--- src/rtl/line_window_if.sv ---
// Pixel stream in, 3x3 window out. The master drives raster pixels and the
// slave (window generator) returns the registered window.
interface line_window_if;
  logic [7:0] pix_in;
  logic       pix_valid;
  logic       frame_start;
  logic [7:0] p1, p2, p3, p4, p5, p6, p7, p8, p9;
  logic       win_valid;
  logic       frame_end;

  modport master (
    output pix_in, pix_valid, frame_start,
    input  p1, p2, p3, p4, p5, p6, p7, p8, p9, win_valid, frame_end
  );

  modport slave (
    input  pix_in, pix_valid, frame_start,
    output p1, p2, p3, p4, p5, p6, p7, p8, p9, win_valid, frame_end
  );
endinterface

--- src/rtl/line_window_3x3.sv ---
// 3x3 sliding window over a raster stream using two line buffers.
// One window per accepted beat once two full lines are buffered; no padding.
module line_window_3x3 #(
  parameter int IMG_WIDTH  = 64,
  parameter int IMG_HEIGHT = 64
) (
  input  logic         clk,
  input  logic         rst_n,
  line_window_if.slave bus
);
  localparam int CW = $clog2(IMG_WIDTH);
  localparam int RW = $clog2(IMG_HEIGHT);
  localparam logic [CW-1:0] COL_LAST = CW'(IMG_WIDTH - 1);
  localparam logic [RW-1:0] ROW_LAST = RW'(IMG_HEIGHT - 1);

  typedef enum logic {FILL, RUN} state_e;

  state_e               state_q, state_d, state_cur;
  logic [CW-1:0]        col_q, col_d, col_cur;
  logic [RW-1:0]        row_q, row_d, row_cur;
  logic [8:0][7:0]      win_q, win_d;
  logic                 wv_q, wv_d, fe_q, fe_d;
  logic                 beat, eol, eof;
  logic [7:0]           up1, up2;
  logic [7:0]           lb1_q [IMG_WIDTH];
  logic [7:0]           lb2_q [IMG_WIDTH];

  // frame_start overrides the counters so the beat lands on (0,0) in FILL.
  always_comb begin
    beat      = bus.pix_valid;
    col_cur   = bus.frame_start ? '0 : col_q;
    row_cur   = bus.frame_start ? '0 : row_q;
    state_cur = bus.frame_start ? FILL : state_q;
    up1       = lb1_q[col_cur];
    up2       = lb2_q[col_cur];
    eol       = (col_cur == COL_LAST);
    eof       = eol && (row_cur == ROW_LAST);
    col_d     = col_q;
    row_d     = row_q;
    state_d   = state_q;
    win_d     = win_q;
    wv_d      = 1'b0;
    fe_d      = 1'b0;
    if (beat) begin
      col_d = eol ? '0 : col_cur + CW'(1);
      row_d = eof ? '0 : (eol ? row_cur + RW'(1) : row_cur);
      if (eof)                             state_d = FILL;
      else if (eol && row_cur == RW'(1))   state_d = RUN;
      else                                 state_d = state_cur;
      win_d[0] = win_q[1];
      win_d[1] = win_q[2];
      win_d[2] = up2;
      win_d[3] = win_q[4];
      win_d[4] = win_q[5];
      win_d[5] = up1;
      win_d[6] = win_q[7];
      win_d[7] = win_q[8];
      win_d[8] = bus.pix_in;
      // RUN implies row >= 2; col >= 2 keeps windows inside one line.
      wv_d = (state_cur == RUN) && (col_cur >= CW'(2));
      fe_d = wv_d && eof;
    end
  end

  always_ff @(posedge clk or negedge rst_n) begin
    if (!rst_n) begin
      state_q <= FILL;
      col_q   <= '0;
      row_q   <= '0;
      win_q   <= '0;
      wv_q    <= 1'b0;
      fe_q    <= 1'b0;
    end else begin
      state_q <= state_d;
      col_q   <= col_d;
      row_q   <= row_d;
      win_q   <= win_d;
      wv_q    <= wv_d;
      fe_q    <= fe_d;
    end
  end

  // Line memories are never reset; FILL keeps stale data out of windows.
  always_ff @(posedge clk) begin
    if (beat) begin
      lb1_q[col_cur] <= bus.pix_in;
      lb2_q[col_cur] <= up1;
    end
  end

  assign bus.p1        = win_q[0];
  assign bus.p2        = win_q[1];
  assign bus.p3        = win_q[2];
  assign bus.p4        = win_q[3];
  assign bus.p5        = win_q[4];
  assign bus.p6        = win_q[5];
  assign bus.p7        = win_q[6];
  assign bus.p8        = win_q[7];
  assign bus.p9        = win_q[8];
  assign bus.win_valid = wv_q;
  assign bus.frame_end = fe_q;
endmodule

--- src/flat_wrapper.sv ---
// flat-port wrapper written by rule: the top's interface ports become plain ports
module line_window_3x3_flat 
#(
  parameter int IMG_WIDTH  = 64,
  parameter int IMG_HEIGHT = 64
)
  (clk, rst_n, bus_pix_in, bus_pix_valid, bus_frame_start, bus_p1, bus_p2, bus_p3, bus_p4, bus_p5, bus_p6, bus_p7, bus_p8, bus_p9, bus_win_valid, bus_frame_end);
  line_window_if bus_i ();
  input  logic clk;
  input  logic rst_n;
  input wire logic [$bits(bus_i.pix_in)-1:0] bus_pix_in;
  input wire logic [$bits(bus_i.pix_valid)-1:0] bus_pix_valid;
  input wire logic [$bits(bus_i.frame_start)-1:0] bus_frame_start;
  output wire logic [$bits(bus_i.p1)-1:0] bus_p1;
  output wire logic [$bits(bus_i.p2)-1:0] bus_p2;
  output wire logic [$bits(bus_i.p3)-1:0] bus_p3;
  output wire logic [$bits(bus_i.p4)-1:0] bus_p4;
  output wire logic [$bits(bus_i.p5)-1:0] bus_p5;
  output wire logic [$bits(bus_i.p6)-1:0] bus_p6;
  output wire logic [$bits(bus_i.p7)-1:0] bus_p7;
  output wire logic [$bits(bus_i.p8)-1:0] bus_p8;
  output wire logic [$bits(bus_i.p9)-1:0] bus_p9;
  output wire logic [$bits(bus_i.win_valid)-1:0] bus_win_valid;
  output wire logic [$bits(bus_i.frame_end)-1:0] bus_frame_end;
  assign bus_i.pix_in = bus_pix_in;
  assign bus_i.pix_valid = bus_pix_valid;
  assign bus_i.frame_start = bus_frame_start;
  assign bus_p1 = bus_i.p1;
  assign bus_p2 = bus_i.p2;
  assign bus_p3 = bus_i.p3;
  assign bus_p4 = bus_i.p4;
  assign bus_p5 = bus_i.p5;
  assign bus_p6 = bus_i.p6;
  assign bus_p7 = bus_i.p7;
  assign bus_p8 = bus_i.p8;
  assign bus_p9 = bus_i.p9;
  assign bus_win_valid = bus_i.win_valid;
  assign bus_frame_end = bus_i.frame_end;
  line_window_3x3 #(.IMG_WIDTH(IMG_WIDTH), .IMG_HEIGHT(IMG_HEIGHT)) u_core (.clk(clk), .rst_n(rst_n), .bus(bus_i));
endmodule
--- config.mk ---
export PLATFORM = sky130hd
export DESIGN_NAME = line_window_3x3_flat
export DESIGN_NICKNAME = d
export VERILOG_FILES = /design/src/rtl/line_window_if.sv /design/src/rtl/line_window_3x3.sv /design/src/flat_wrapper.sv
export SDC_FILE = /design/constraint.sdc
export NUM_CORES = 1
export LEC_CHECK = 0
export ABC_AREA = 1
export ABC_CLOCK_PERIOD_IN_PS = 2900
export CAP_MARGIN = 15
export CORE_MARGIN = 2
export CORE_UTILIZATION = 62
export DETAILED_ROUTE_END_ITERATION = 8
export HOLD_SLACK_MARGIN = 0.06
export PLACE_DENSITY = 0.81
export SLEW_MARGIN = 30
export SYNTH_ARGS = -nofsm -noshare
export SYNTH_HDL_FRONTEND = slang
export SYNTH_SLANG_ARGS = --single-unit
export TNS_END_PERCENT = 100
--- constraint.sdc ---
create_clock -name clk -period 2.9 [get_ports clk]
set_clock_uncertainty 0.05 [all_clocks]
set_input_delay 0.58 -clock clk [delete_from_list [all_inputs] [get_ports clk]]
set_output_delay 0.58 -clock clk [all_outputs]
set_load 0.01 [all_outputs]
==> results.md <==
- Maximum number of pins on one net before global-route repair: 68
- Highest achievable clock rate: 345.1 MHz
- Yosys Warn Count: 0
- Chip width: 278.3 µm
- Biggest fanout along the worst timing path: 36
- Post-route ant nets: 0
- Most frequent cells after synthesis: 2205 x sky130_fd_sc_hd__nand2_1, 1024 x sky130_fd_sc_hd__edfxtp_1, 395 x sky130_fd_sc_hd__inv_1, 232 x sky130_fd_sc_hd__nand3_1, 193 x sky130_fd_sc_hd__nor2_1
- Part of the total power dissipated in the clock network: 37.4%
- Post-Route WL: 130.5 mm
- Clock slew at the register clock pins of the worst setup and hold paths: 0.06 ns
- Aggregate global-route resource usage: 33.97%
- Clk sink count: 1111
- Global-route wire length before repair: 196.3 mm
- Actual transition at the worst max-transition pin: 0.7075 ns
- Compound-Gate Fraction of Synth Area: 1.663%
- Antenna diode count: 0
- Number of max-capacitance violations reported: 0
- Leading register cell type out of synthesis: sky130_fd_sc_hd__edfxtp_1
- Setup violations, final: 0
- Combinational Power Share: 12.6%
- VDD IR-drop max: 0.6076 mV
- Cell type with the largest total area after synthesis: sky130_fd_sc_hd__edfxtp_1
- Effective utilization at floorplan: 62.67%
- Final worst path period need: 2.897 ns
- Clock tree buffer depth: 3
- Vertical extent of the die: 278.3 µm
- Top-Level Pins: 86
- Cell count after synthesis: 4519
- Required time at the endpoint of the critical path: 3.24 ns
- Vias per cell: 5.786
- Number of enable flip-flop cells after synthesis: 1024
- Total global routing overflow: 0
- Remaining DRCs: 0
- CP startpoint kind: input port
- Vias in the first global route: 33.85k
- Final slew viol count: 0
- Total Die Area: 77460 µm²
- Sequential element share of the synthesized area: 70.58%
- IO Port Bufs: 85
- Avg Cell Area, Syn: 10.32 µm²
- Wire per inst: 21.99 µm
- Critical path endpoint category: flop
- Final Hold Violating Endpoints: 0
- Lkg Pwr: 0.02384 µW
- Post-synthesis simple-gate area fraction: 22.29%
- Area Overhead vs Synth: 19.28%
- Clock latency on the worst-skew pair: 0.69 ns
- Power spent charging and discharging nets: 9146 µW
- Normalized max-slew margin: 52.83%
- Final cell area excluding filler cells: 55650 µm²
- Post-layout net count: 4887
- Area of the core: 74450 µm²
- Antenna violations before repair: 4
- Area share of fa/ha/maj cells after synthesis: 0.1073%
- Number of detailed-route iterations in the first pass: 8
- Row count: 100
- Largest family of logic cells by synthesized area: simple AND/OR/NAND/NOR gates
- Cell area after synthesis: 46650 µm²
- Internal power: 27610 µW
- Clock root buffer master: sky130_fd_sc_hd__clkbuf_16
- Portion of synthesized cell area occupied by the leading cell type: 65.91%
- Cell variety after synth: 34
- Setup TNS: 0 ns
- Type of the worst setup path: in2reg
- Register share of total power: 50.0%
- H-tree depth: 3
- Share of the clock period used by the worst path after layout: 99.91%
- Most instantiated library cell after synthesis: sky130_fd_sc_hd__nand2_1
- Placer Congestion: 0.9516
- Initial DRC count: 4719
- Ys async rst share: 7.831%
- Total nets after synthesis: 4535
- CTS tree: yes
- HPWL after detailed placement: 82.28 mm
- Switching power share of the total: 24.89%
- Placed Instance Area: 52110 µm²
- Outcome: finished, final reports clean
- Multiplexer fraction of the synthesized cell area: 0%
- Total number of vias: 34.34k
- Biggest area contributors in the synthesized netlist: sky130_fd_sc_hd__edfxtp_1 66%, sky130_fd_sc_hd__nand2_1 18%, sky130_fd_sc_hd__dfrtp_1 4.7%
- Flip-flop and latch count after synthesis: 1111
- HP Class: in2reg
- Unrepaired setup endpoints after global routing: no
- Fraction of final layout cells sized beyond drive strength 1: 11.52%
- Total power per unit cell area: 660.4 nW/µm²
- Arrival time of the worst setup path: 3.24 ns
- Share of the synthesized netlist area taken by xor and xnor gates: 0.09387%
- Cts bufs inserted: 107
-- worst max-delay path, cell delays in order --
cell,delay [ns]
sky130_fd_sc_hd__clkdlybuf4s50_1,0.52
sky130_fd_sc_hd__buf_12,0.15
sky130_fd_sc_hd__inv_6,0.05
sky130_fd_sc_hd__nand2_8,0.22
sky130_fd_sc_hd__buf_12,0.25
sky130_fd_sc_hd__buf_4,0.18
sky130_fd_sc_hd__nand2_1,0.09
sky130_fd_sc_hd__nand3_1,0.10
sky130_fd_sc_hd__nand2_1,0.05
sky130_fd_sc_hd__nor2_1,0.21
sky130_fd_sc_hd__nand2_1,0.15
sky130_fd_sc_hd__nand3_1,0.18
sky130_fd_sc_hd__nand2_1,0.10
sky130_fd_sc_hd__inv_2,0.06
sky130_fd_sc_hd__nand2_2,0.11
sky130_fd_sc_hd__buf_12,0.20
-- kinds of logic after synthesis --
kind of cell | count (synthesis)
AO/OA/AOI/OAI | 123
XOR/XNOR | 5
adder cells (fa/ha/maj) | 4
buffers and inverters | 611
flip-flops | 1111
AND/OR/NAND/NOR | 2665
-- cells in the final DEF (no fill, tap or decap), types with 4 or more instances in the layout --
cell type,instances
sky130_fd_sc_hd__nor2_1,186
sky130_fd_sc_hd__dfrtp_1,86
sky130_fd_sc_hd__inv_1,394
sky130_fd_sc_hd__o22ai_1,6
sky130_fd_sc_hd__o21ai_1,23
sky130_fd_sc_hd__nand3_1,231
sky130_fd_sc_hd__nor2_2,6
sky130_fd_sc_hd__clkinv_2,18
sky130_fd_sc_hd__buf_12,128
sky130_fd_sc_hd__inv_2,9
sky130_fd_sc_hd__clkbuf_1,26
sky130_fd_sc_hd__buf_2,8
sky130_fd_sc_hd__nand2_2,12
sky130_fd_sc_hd__clkinv_1,27
sky130_fd_sc_hd__o211ai_1,59
sky130_fd_sc_hd__edfxtp_1,1024
sky130_fd_sc_hd__clkbuf_8,4
sky130_fd_sc_hd__o21ai_0,25
sky130_fd_sc_hd__clkdlybuf4s50_1,75
sky130_fd_sc_hd__ha_1,4
sky130_fd_sc_hd__nor3_1,4
sky130_fd_sc_hd__a21oi_1,7
sky130_fd_sc_hd__clkbuf_16,108
sky130_fd_sc_hd__clkinvlp_4,5
sky130_fd_sc_hd__nand2_1,2195
sky130_fd_sc_hd__nor2_4,9
sky130_fd_sc_hd__or2_2,4
sky130_fd_sc_hd__buf_4,233
sky130_fd_sc_hd__or2_1,6
sky130_fd_sc_hd__bufinv_16,10
-- worst paths after layout --
| kind | from | to | slack (ns) | cells past startpoint |
|---|---|---|---|---|
| max reg2reg | u_core.col_q[0] | u_core.lb2_q[9][0] | 0.05 | 16 |
| min reg2reg | u_core.bus.p1[4] | u_core.bus.p1[4] | 0.42 | 2 |
| min in group asynchronous | rst_n | u_core.bus.p4[0] | 0.40 | 2 |
| min | bus_pix_in[7] | u_core.bus.p9[7] | 0.26 | 3 |
| max | bus_frame_start | u_core.lb2_q[14][7] | 0.003 | 16 |
| max in group asynchronous | rst_n | u_core.col_q[0] | 1.67 | 3 |
-- what timing repair did --
item,in CTS,in global routing
gates cloned,0,0
resized for setup,0,8
endpoints found under the hold margin,41,0
pin swaps,1,0
hold buffers,1,0
buffers inserted,3,0
setup endpoints to repair,7,307
-- metrics by stage --
step | instances | total power [µW] | hold WS [ns] | utilization, % | setup slack, ns
after detailed placement | 5726 | 23170 | 0.4086 | 70.00 | -0.6205
after global routing | 5934 | 37710 | 0.2589 | 74.75 | 0.006261
final | 5934 | 36750 | 0.2605 | 74.75 | 0.002672
after CTS | 5933 | 36660 | 0.2859 | 74.69 | 0.03614
after global placement | 5726 | 23030 | 0.4026 | 70.00 | -0.6210
after floorplan | 4519 | 20670 | 0.2344 | - | -0.04286
-- sequential cells by signal (all words and copies together) (netlist names) --
name / count
u_core.bus.p1: 8
u_core.bus.p6: 8
u_core.row_q: 6
u_core.bus.p5: 8
u_core.lb1_q: 512
u_core.bus.p7: 8
u_core.bus.frame_end: 1
u_core.bus.p2: 8
u_core.bus.p3: 8
u_core.lb2_q: 512
u_core.col_q: 6
u_core.bus.p8: 8
u_core.bus.win_valid: 1
u_core.bus.p9: 8
u_core.bus.p4: 8
u_core.state_q: 1
-- area by class of cell --
cell class / instances / area, µm²
fillers: 4414 / 18800
clock buffers: 138 / 2855
well taps: 969 / 1212
repair buffers: 448 / 5146
clock inverters: 65 / 603.1
inverters: 406 / 1531
flip-flops and latches: 1111 / 32930
multi-input cells: 2797 / 11370
-- power groups by stage --
stage | combinational [µW] | clock, µW | sequential, µW
after floorplan | 1910 | 0 | 18800
after global placement | 4330 | 0 | 18700
after detailed placement | 4460 | 0 | 18700
after CTS | 4520 | 13800 | 18400
after global routing | 4920 | 14400 | 18400
final | 4630 | 13700 | 18400
-- metal layers --
layer | share of wire, % | global-route usage, % | up-vias
met2 | 48 | 55.01 | 2306
met4 | 5.6 | 17.23 | 6
met5 | 0.031 | 0 | -
met1 | 35 | 43.17 | 16229
li1 | - | - | 15309
met3 | 12 | 8.151 | 487
Power figures use the tool's default switching activity.
